--- src/rtl/axis_tlast_framer_if.sv ---
// axis_tlast_framer_if: AXI4-Stream beat bundle used for the framer's input and output ports.
interface axis_tlast_framer_if #(parameter int DATA_WIDTH = 32);
  logic [DATA_WIDTH-1:0] tdata;
  logic                  tvalid;
  logic                  tready;
  logic                  tlast;
  modport master (output tdata, tvalid, tlast, input tready);
  modport slave  (input tdata, tvalid, output tready);
endinterface

--- src/rtl/axis_tlast_framer.sv ---
// axis_tlast_framer: inserts TLAST by data match, beat count or force pulse, with registered output.
// AXIS_TLAST_FRAMER_SKID_EN selects a skid-buffered output with registered s_tready.
module axis_tlast_framer #(
  parameter int DATA_WIDTH = 32,
  parameter int LEN_WIDTH  = 16
) (
  input  logic                  aclk,
  input  logic                  aresetn,
  input  logic [1:0]            cfg_mode,
  input  logic [DATA_WIDTH-1:0] cfg_cmp_value,
  input  logic [DATA_WIDTH-1:0] cfg_cmp_mask,
  input  logic [LEN_WIDTH-1:0]  cfg_frame_len,
  input  logic                  force_last,
  axis_tlast_framer_if.slave    s,
  axis_tlast_framer_if.master   m,
  output logic [31:0]           frame_count,
  output logic                  frame_active
);
  localparam logic [LEN_WIDTH-1:0] ONE = LEN_WIDTH'(1);

  logic [1:0]            mode_q, mode_d;
  logic [DATA_WIDTH-1:0] val_q, val_d, mask_q, mask_d;
  logic [LEN_WIDTH-1:0]  len_q, len_d, beat_cnt_q, beat_cnt_d, eff_len;
  logic                  force_q, force_d, active_q, active_d;
  logic [31:0]           fc_q, fc_d;
  logic                  out_valid_q, out_valid_d, out_last_q, out_last_d;
  logic [DATA_WIDTH-1:0] out_data_q, out_data_d;
  logic                  accept, first, in_last, is_match, cnt_hit;

  // The first beat of a frame is judged against the live cfg it is about to latch.
  always_comb begin
    accept     = s.tvalid && s.tready;
    first      = !active_q;
    mode_d     = (accept && first) ? cfg_mode : mode_q;
    val_d      = (accept && first) ? cfg_cmp_value : val_q;
    mask_d     = (accept && first) ? cfg_cmp_mask : mask_q;
    len_d      = (accept && first) ? cfg_frame_len : len_q;
    eff_len    = (len_d == '0) ? ONE : len_d;
    is_match   = (s.tdata & mask_d) == val_d;
    cnt_hit    = beat_cnt_q == eff_len - ONE;
    in_last    = force_q || force_last || (mode_d[0] && is_match) || (mode_d[1] && cnt_hit);
    beat_cnt_d = accept ? (in_last ? '0 : beat_cnt_q + ONE) : beat_cnt_q;
    force_d    = (accept && in_last) ? 1'b0 : (force_q || force_last);
    active_d   = accept ? !in_last : active_q;
    fc_d       = (m.tvalid && m.tready && m.tlast) ? fc_q + 32'd1 : fc_q;
  end

  always_ff @(posedge aclk) begin
    if (!aresetn) begin
      mode_q      <= '0;
      val_q       <= '0;
      mask_q      <= '0;
      len_q       <= '0;
      beat_cnt_q  <= '0;
      force_q     <= 1'b0;
      active_q    <= 1'b0;
      fc_q        <= '0;
      out_valid_q <= 1'b0;
      out_last_q  <= 1'b0;
      out_data_q  <= '0;
    end else begin
      mode_q      <= mode_d;
      val_q       <= val_d;
      mask_q      <= mask_d;
      len_q       <= len_d;
      beat_cnt_q  <= beat_cnt_d;
      force_q     <= force_d;
      active_q    <= active_d;
      fc_q        <= fc_d;
      out_valid_q <= out_valid_d;
      out_last_q  <= out_last_d;
      out_data_q  <= out_data_d;
    end
  end

`ifdef AXIS_TLAST_FRAMER_SKID_EN
  logic                  skid_valid_q, skid_valid_d, skid_last_q, skid_last_d, s_rdy_q, s_rdy_d;
  logic [DATA_WIDTH-1:0] skid_data_q, skid_data_d;
  logic                  out_ready, to_skid;

  // A beat accepted while the output stalls parks in the skid entry; ready drops until it drains.
  always_comb begin
    out_ready    = m.tready || !out_valid_q;
    to_skid      = accept && !out_ready;
    out_valid_d  = out_ready ? (skid_valid_q || accept) : out_valid_q;
    out_data_d   = (skid_valid_q && out_ready) ? skid_data_q : (accept && out_ready) ? s.tdata : out_data_q;
    out_last_d   = (skid_valid_q && out_ready) ? skid_last_q : (accept && out_ready) ? in_last : out_last_q;
    skid_valid_d = to_skid || (skid_valid_q && !out_ready);
    skid_data_d  = to_skid ? s.tdata : skid_data_q;
    skid_last_d  = to_skid ? in_last : skid_last_q;
    s_rdy_d      = !skid_valid_d;
  end

  always_ff @(posedge aclk) begin
    if (!aresetn) begin
      skid_valid_q <= 1'b0;
      skid_last_q  <= 1'b0;
      skid_data_q  <= '0;
      s_rdy_q      <= 1'b0;
    end else begin
      skid_valid_q <= skid_valid_d;
      skid_last_q  <= skid_last_d;
      skid_data_q  <= skid_data_d;
      s_rdy_q      <= s_rdy_d;
    end
  end

  assign s.tready = s_rdy_q;
`else
  logic rdy_q;

  always_comb begin
    out_valid_d = s.tready ? accept : out_valid_q;
    out_data_d  = accept ? s.tdata : out_data_q;
    out_last_d  = accept ? in_last : out_last_q;
  end

  always_ff @(posedge aclk) begin
    if (!aresetn) rdy_q <= 1'b0;
    else          rdy_q <= 1'b1;
  end

  assign s.tready = rdy_q && (m.tready || !out_valid_q);
`endif

  assign m.tvalid     = out_valid_q;
  assign m.tdata      = out_data_q;
  assign m.tlast      = out_last_q;
  assign frame_count  = fc_q;
  assign frame_active = active_q;
endmodule
--- src/flat_wrapper.sv ---
// flat-port wrapper written by rule: the top's interface ports become plain ports
module axis_tlast_framer_flat 
#(
  parameter int DATA_WIDTH = 32,
  parameter int LEN_WIDTH  = 16
)
  (aclk, aresetn, cfg_mode, cfg_cmp_value, cfg_cmp_mask, cfg_frame_len, force_last, frame_count, frame_active, s_tdata, s_tvalid, s_tready, m_tdata, m_tvalid, m_tlast, m_tready);
  axis_tlast_framer_if #(.DATA_WIDTH(DATA_WIDTH)) s_i ();
  axis_tlast_framer_if #(.DATA_WIDTH(DATA_WIDTH)) m_i ();
  input  logic aclk;
  input  logic aresetn;
  input  logic [1:0] cfg_mode;
  input  logic [DATA_WIDTH-1:0] cfg_cmp_value;
  input  logic [DATA_WIDTH-1:0] cfg_cmp_mask;
  input  logic [LEN_WIDTH-1:0] cfg_frame_len;
  input  logic force_last;
  output logic [31:0] frame_count;
  output logic frame_active;
  input wire logic [$bits(s_i.tdata)-1:0] s_tdata;
  input wire logic [$bits(s_i.tvalid)-1:0] s_tvalid;
  output wire logic [$bits(s_i.tready)-1:0] s_tready;
  output wire logic [$bits(m_i.tdata)-1:0] m_tdata;
  output wire logic [$bits(m_i.tvalid)-1:0] m_tvalid;
  output wire logic [$bits(m_i.tlast)-1:0] m_tlast;
  input wire logic [$bits(m_i.tready)-1:0] m_tready;
  assign s_i.tdata = s_tdata;
  assign s_i.tvalid = s_tvalid;
  assign s_tready = s_i.tready;
  assign m_tdata = m_i.tdata;
  assign m_tvalid = m_i.tvalid;
  assign m_tlast = m_i.tlast;
  assign m_i.tready = m_tready;
  axis_tlast_framer #(.DATA_WIDTH(DATA_WIDTH), .LEN_WIDTH(LEN_WIDTH)) u_core (.aclk(aclk), .aresetn(aresetn), .cfg_mode(cfg_mode), .cfg_cmp_value(cfg_cmp_value), .cfg_cmp_mask(cfg_cmp_mask), .cfg_frame_len(cfg_frame_len), .force_last(force_last), .s(s_i), .m(m_i), .frame_count(frame_count), .frame_active(frame_active));
endmodule
--- config.mk ---
export PLATFORM = sky130hd
export DESIGN_NAME = axis_tlast_framer_flat
export DESIGN_NICKNAME = d
export VERILOG_FILES = /design/src/rtl/axis_tlast_framer_if.sv /design/src/rtl/axis_tlast_framer.sv /design/src/flat_wrapper.sv
export SDC_FILE = /design/constraint.sdc
export NUM_CORES = 1
export LEC_CHECK = 0
export CORE_MARGIN = 5
export CORE_UTILIZATION = 40
export DETAILED_ROUTE_END_ITERATION = 16
export DONT_BUFFER_PORTS = 1
export HOLD_SLACK_MARGIN = 0.06
export PLACE_DENSITY = 0.6
export SKIP_LAST_GASP = 1
export SLEW_MARGIN = 5
export SYNTH_ARGS = -nofsm -noshare
export SYNTH_HDL_FRONTEND = slang
export SYNTH_SLANG_ARGS = --single-unit
--- constraint.sdc ---
create_clock -name aclk -period 10.05 [get_ports aclk]
set_input_delay 0.5025 -clock aclk [delete_from_list [all_inputs] [get_ports aclk]]
set_output_delay 0.5025 -clock aclk [all_outputs]
set_load 0.05 [all_outputs]
==> metrics.cfg <==
[clock_network]
cts_hold_buf = 0
root_buffer = clkbuf_16
cts_tree = built
cts_resized = 0
tritoncts.num_buffers = 17
path_clk_slew_ns = 0.07
numClockSinks = 167
clk_latency_ns = 0.43
h-tree-depth = 4
post-cts-setup-buffers = 0
clock_path_buffers = 2

[floorplanning]
core_mm2 = 0.0220
io_pins = 187
die_h_um = 160
die_area_mm2 = 0.0256
start_util = 0.409
die_w_um = 160
rows = 54

[logic_synthesis]
ys_types = 66
async_reset_ff_frac = 0
synth.cell_area_mm2 = 0.00898
syn_area_per_cell_um2 = 8.27
ys.flop_type = dfxtp_1
synth_edf_count = 0
yosys_warnings = 0
synth_seq_area_share = 0.372
synthCells = 1086
syn_nets = 1208
ys_ff_latch = 167

[timing]
fmax_mhz = 190
grt_setup_unrepaired = false
finalCriticalPeriod_ns = 5.26
worst_slew_pin_slew_ns = 1.28
post-route-period-util = 0.523
final-setup-viol-count = 0
hold_viol_final = 0
fin_worst_skew_ns = 0.0114
slew_headroom = 0.145
tns_ns = 0
drv_slew = 0

[drt]
dr.pass1.iters = 5
viasPerCell = 5.77
drt_iter0_drc = 616
drc = 0
wl_per_cell_um = 21.0
ant_nets = 0
drt-total-wl_um = 28100
vias = 7706

[power_and_ir_drop]
total_power_mw = 1.56
powerDensity_mw_per_mm2 = 161
peakVddDrop_mv = 0.0911
p_leak_nw = 3.56

[place]
dp_hpwl_um = 20700
io_buffer_count = 0
dpl.cell_count = 1304
gp_congestion = 0.910

[setup_path]
path_cells = nand2b_1 > nand3_4 > buf_4 > mux2i_1 > o22ai_1 > or4_1 > or4_1 > nor2_1 > o41ai_1
critical_path_class = reg2reg
cp_slowest_cell = nor2_1
end_kind = register
cp_slowest_stage_delay_ns = 0.97
cp_max_fo = 80
crit_path_start_kind = register
cp_common_cell = or4_1
crit_required_ns = 10.31
crit_arrival_ns = 5.52

[run]
max_cap_violations = 0

[global_route]
grt_pass1_wl_um = 44000
antenna_found_initial = 0
grt_max_degree = 172
overflow = 0
grt_pass1_vias = 7444
grt_usage = 0.215

[outcome]
outcome = finished clean

[layout]
mostFrequentLayoutCells = nand2_1 (190), dfxtp_1 (167), a21boi_0 (72)
drive_above_1_share = 0.0569
area_delta_synth_final_pct = 7.66
mostFrequentLayoutCell = nand2_1
nFillCells = 2142
layoutNonFillerInstCount = 1335
fin_nets = 1165
antennaDiodeCount = 0

[hold_path]
hold_path_class = in2reg

==> final cells by class <==
cell class                      instances  area [um^2]  area share
Clock buffer                           18          429      0.0444
Clock inverter                         13          145      0.0150
Inverter                               34          128      0.0132
Multi-Input combinational cell        819         5250       0.542
Sequential cell                       167         3340       0.346
Tap cell                              280          350      0.0362
Timing Repair Buffer                    4         30.0     0.00310
==> where the power goes <==
part	internal (mW)	total, mW	switching, mW
registers	0.686	0.728	0.0421
clock network	0.368	0.656	0.288
logic	0.0769	0.177	0.0997
==> path summary, 6_finish.rpt <==
| check | slack, ns | endpoint | cells after the start | startpoint |
|---|---|---|---|---|
| worst min-delay path | 0.21 | u_core.val_q[7]$_SDFF_PN0_ | 2 | cfg_cmp_value[7] |
| worst max-delay path | 4.79 | u_core.beat_cnt_q[7]$_SDFFE_PN0P_ | 9 | u_core.m.tvalid$_SDFFE_PN0N_ |
| worst max register to register | 4.79 | u_core.beat_cnt_q[7]$_SDFFE_PN0P_ | 9 | u_core.m.tvalid$_SDFFE_PN0N_ |
| worst min register to register | 0.46 | u_core.val_q[7]$_SDFF_PN0_ | 2 | u_core.val_q[7]$_SDFF_PN0_ |
==> routing by layer <==
layer	up-vias	global-route usage	part of all wire
met2	299	0.346	0.47
li1	3726	-	-
met5	-	0	0
met4	0	0.0657	0.026
met3	48	0.0866	0.10
met1	3633	0.266	0.40
==> flip-flops by register name, summed over array words and instances (netlist names) <==
register             cells
u_core.beat_cnt_q       16
u_core.force_q           1
u_core.frame_active      1
u_core.frame_count      32
u_core.len_q            16
u_core.m.tdata          32
u_core.m.tlast           1
u_core.m.tvalid          1
u_core.mask_q           32
u_core.mode_q            2
u_core.rdy_q             1
u_core.val_q            32
==> worst max-delay path: cells and delay by family, from the launching register on <==
family / cells / cell delay [ns]
AOI/OAI and AO/OA: 2 / 0.27
buffers and inverters: 1 / 0.87
DFF: 1 / 0.68
muxes: 1 / 0.32
and+or+nand+nor: 5 / 2.88
==> cell families after synthesis <==
logic type	count (synthesis)	share of synthesized area
buffers and inverters	100	0.0448
flip-flops	167	0.372
AO/OA/AOI/OAI	206	0.170
AND/OR/NAND/NOR	490	0.283
adder cells (fa/ha/maj)	3	0.00418
multiplexers	55	0.0629
XOR/XNOR	65	0.0634
==> cells in the mapped netlist, drive strengths merged, types with 2 or more instances <==
| cell | number | share of area |
|---|---|---|
| and3 | 14 | 0.0097 |
| a222oi | 2 | 0.0022 |
| a2111oi | 2 | 0.0019 |
| dfxtp | 167 | 0.37 |
| nand3b | 15 | 0.013 |
| nand4b | 2 | 0.0019 |
| a2bb2oi | 3 | 0.0029 |
| o21a | 3 | 0.0025 |
| ha | 3 | 0.0042 |
| and2b | 2 | 0.0017 |
| nor2 | 28 | 0.012 |
| a32oi | 2 | 0.0019 |
| nor2b | 55 | 0.038 |
| a211oi | 3 | 0.0025 |
| a31o | 5 | 0.0049 |
| o41ai | 15 | 0.015 |
| a21boi | 72 | 0.060 |
| nand2 | 191 | 0.080 |
| nor4 | 16 | 0.014 |
| inv | 34 | 0.014 |
| o2111ai | 11 | 0.011 |
| xnor2 | 45 | 0.044 |
| clkbuf | 49 | 0.021 |
| a31oi | 6 | 0.0042 |
| xor2 | 20 | 0.019 |
| nor3 | 11 | 0.0072 |
| o32ai | 6 | 0.0058 |
| o22ai | 15 | 0.010 |
| buf | 17 | 0.010 |
| mux2i | 43 | 0.048 |
| mux2 | 12 | 0.015 |
| a21oi | 14 | 0.0078 |
| o31ai | 6 | 0.0050 |
| nand3 | 48 | 0.028 |
| or4 | 5 | 0.0046 |
| a22oi | 5 | 0.0042 |
| nand2b | 24 | 0.017 |
| nand4 | 24 | 0.017 |
| o221ai | 4 | 0.0039 |
| and2 | 47 | 0.033 |
| o211ai | 2 | 0.0017 |
| o21ai | 20 | 0.011 |
| and4 | 6 | 0.0058 |
==> metrics by stage <==
stage / hold slack (ns) / worst slack [ns] / instance area [um^2] / util
after detailed placement: 0.458 / 4.87 / 9100 / 0.414
after global placement: 0.451 / 4.93 / 9100 / 0.414
after CTS: 0.114 / 4.85 / 9670 / 0.441
after global routing: 0.121 / 4.40 / 9670 / 0.441
final: 0.210 / 4.79 / 9670 / 0.441
after floorplan: 0.440 / 5.89 / 8980 / -
No activity file was read; power rests on OpenSTA's default activity.
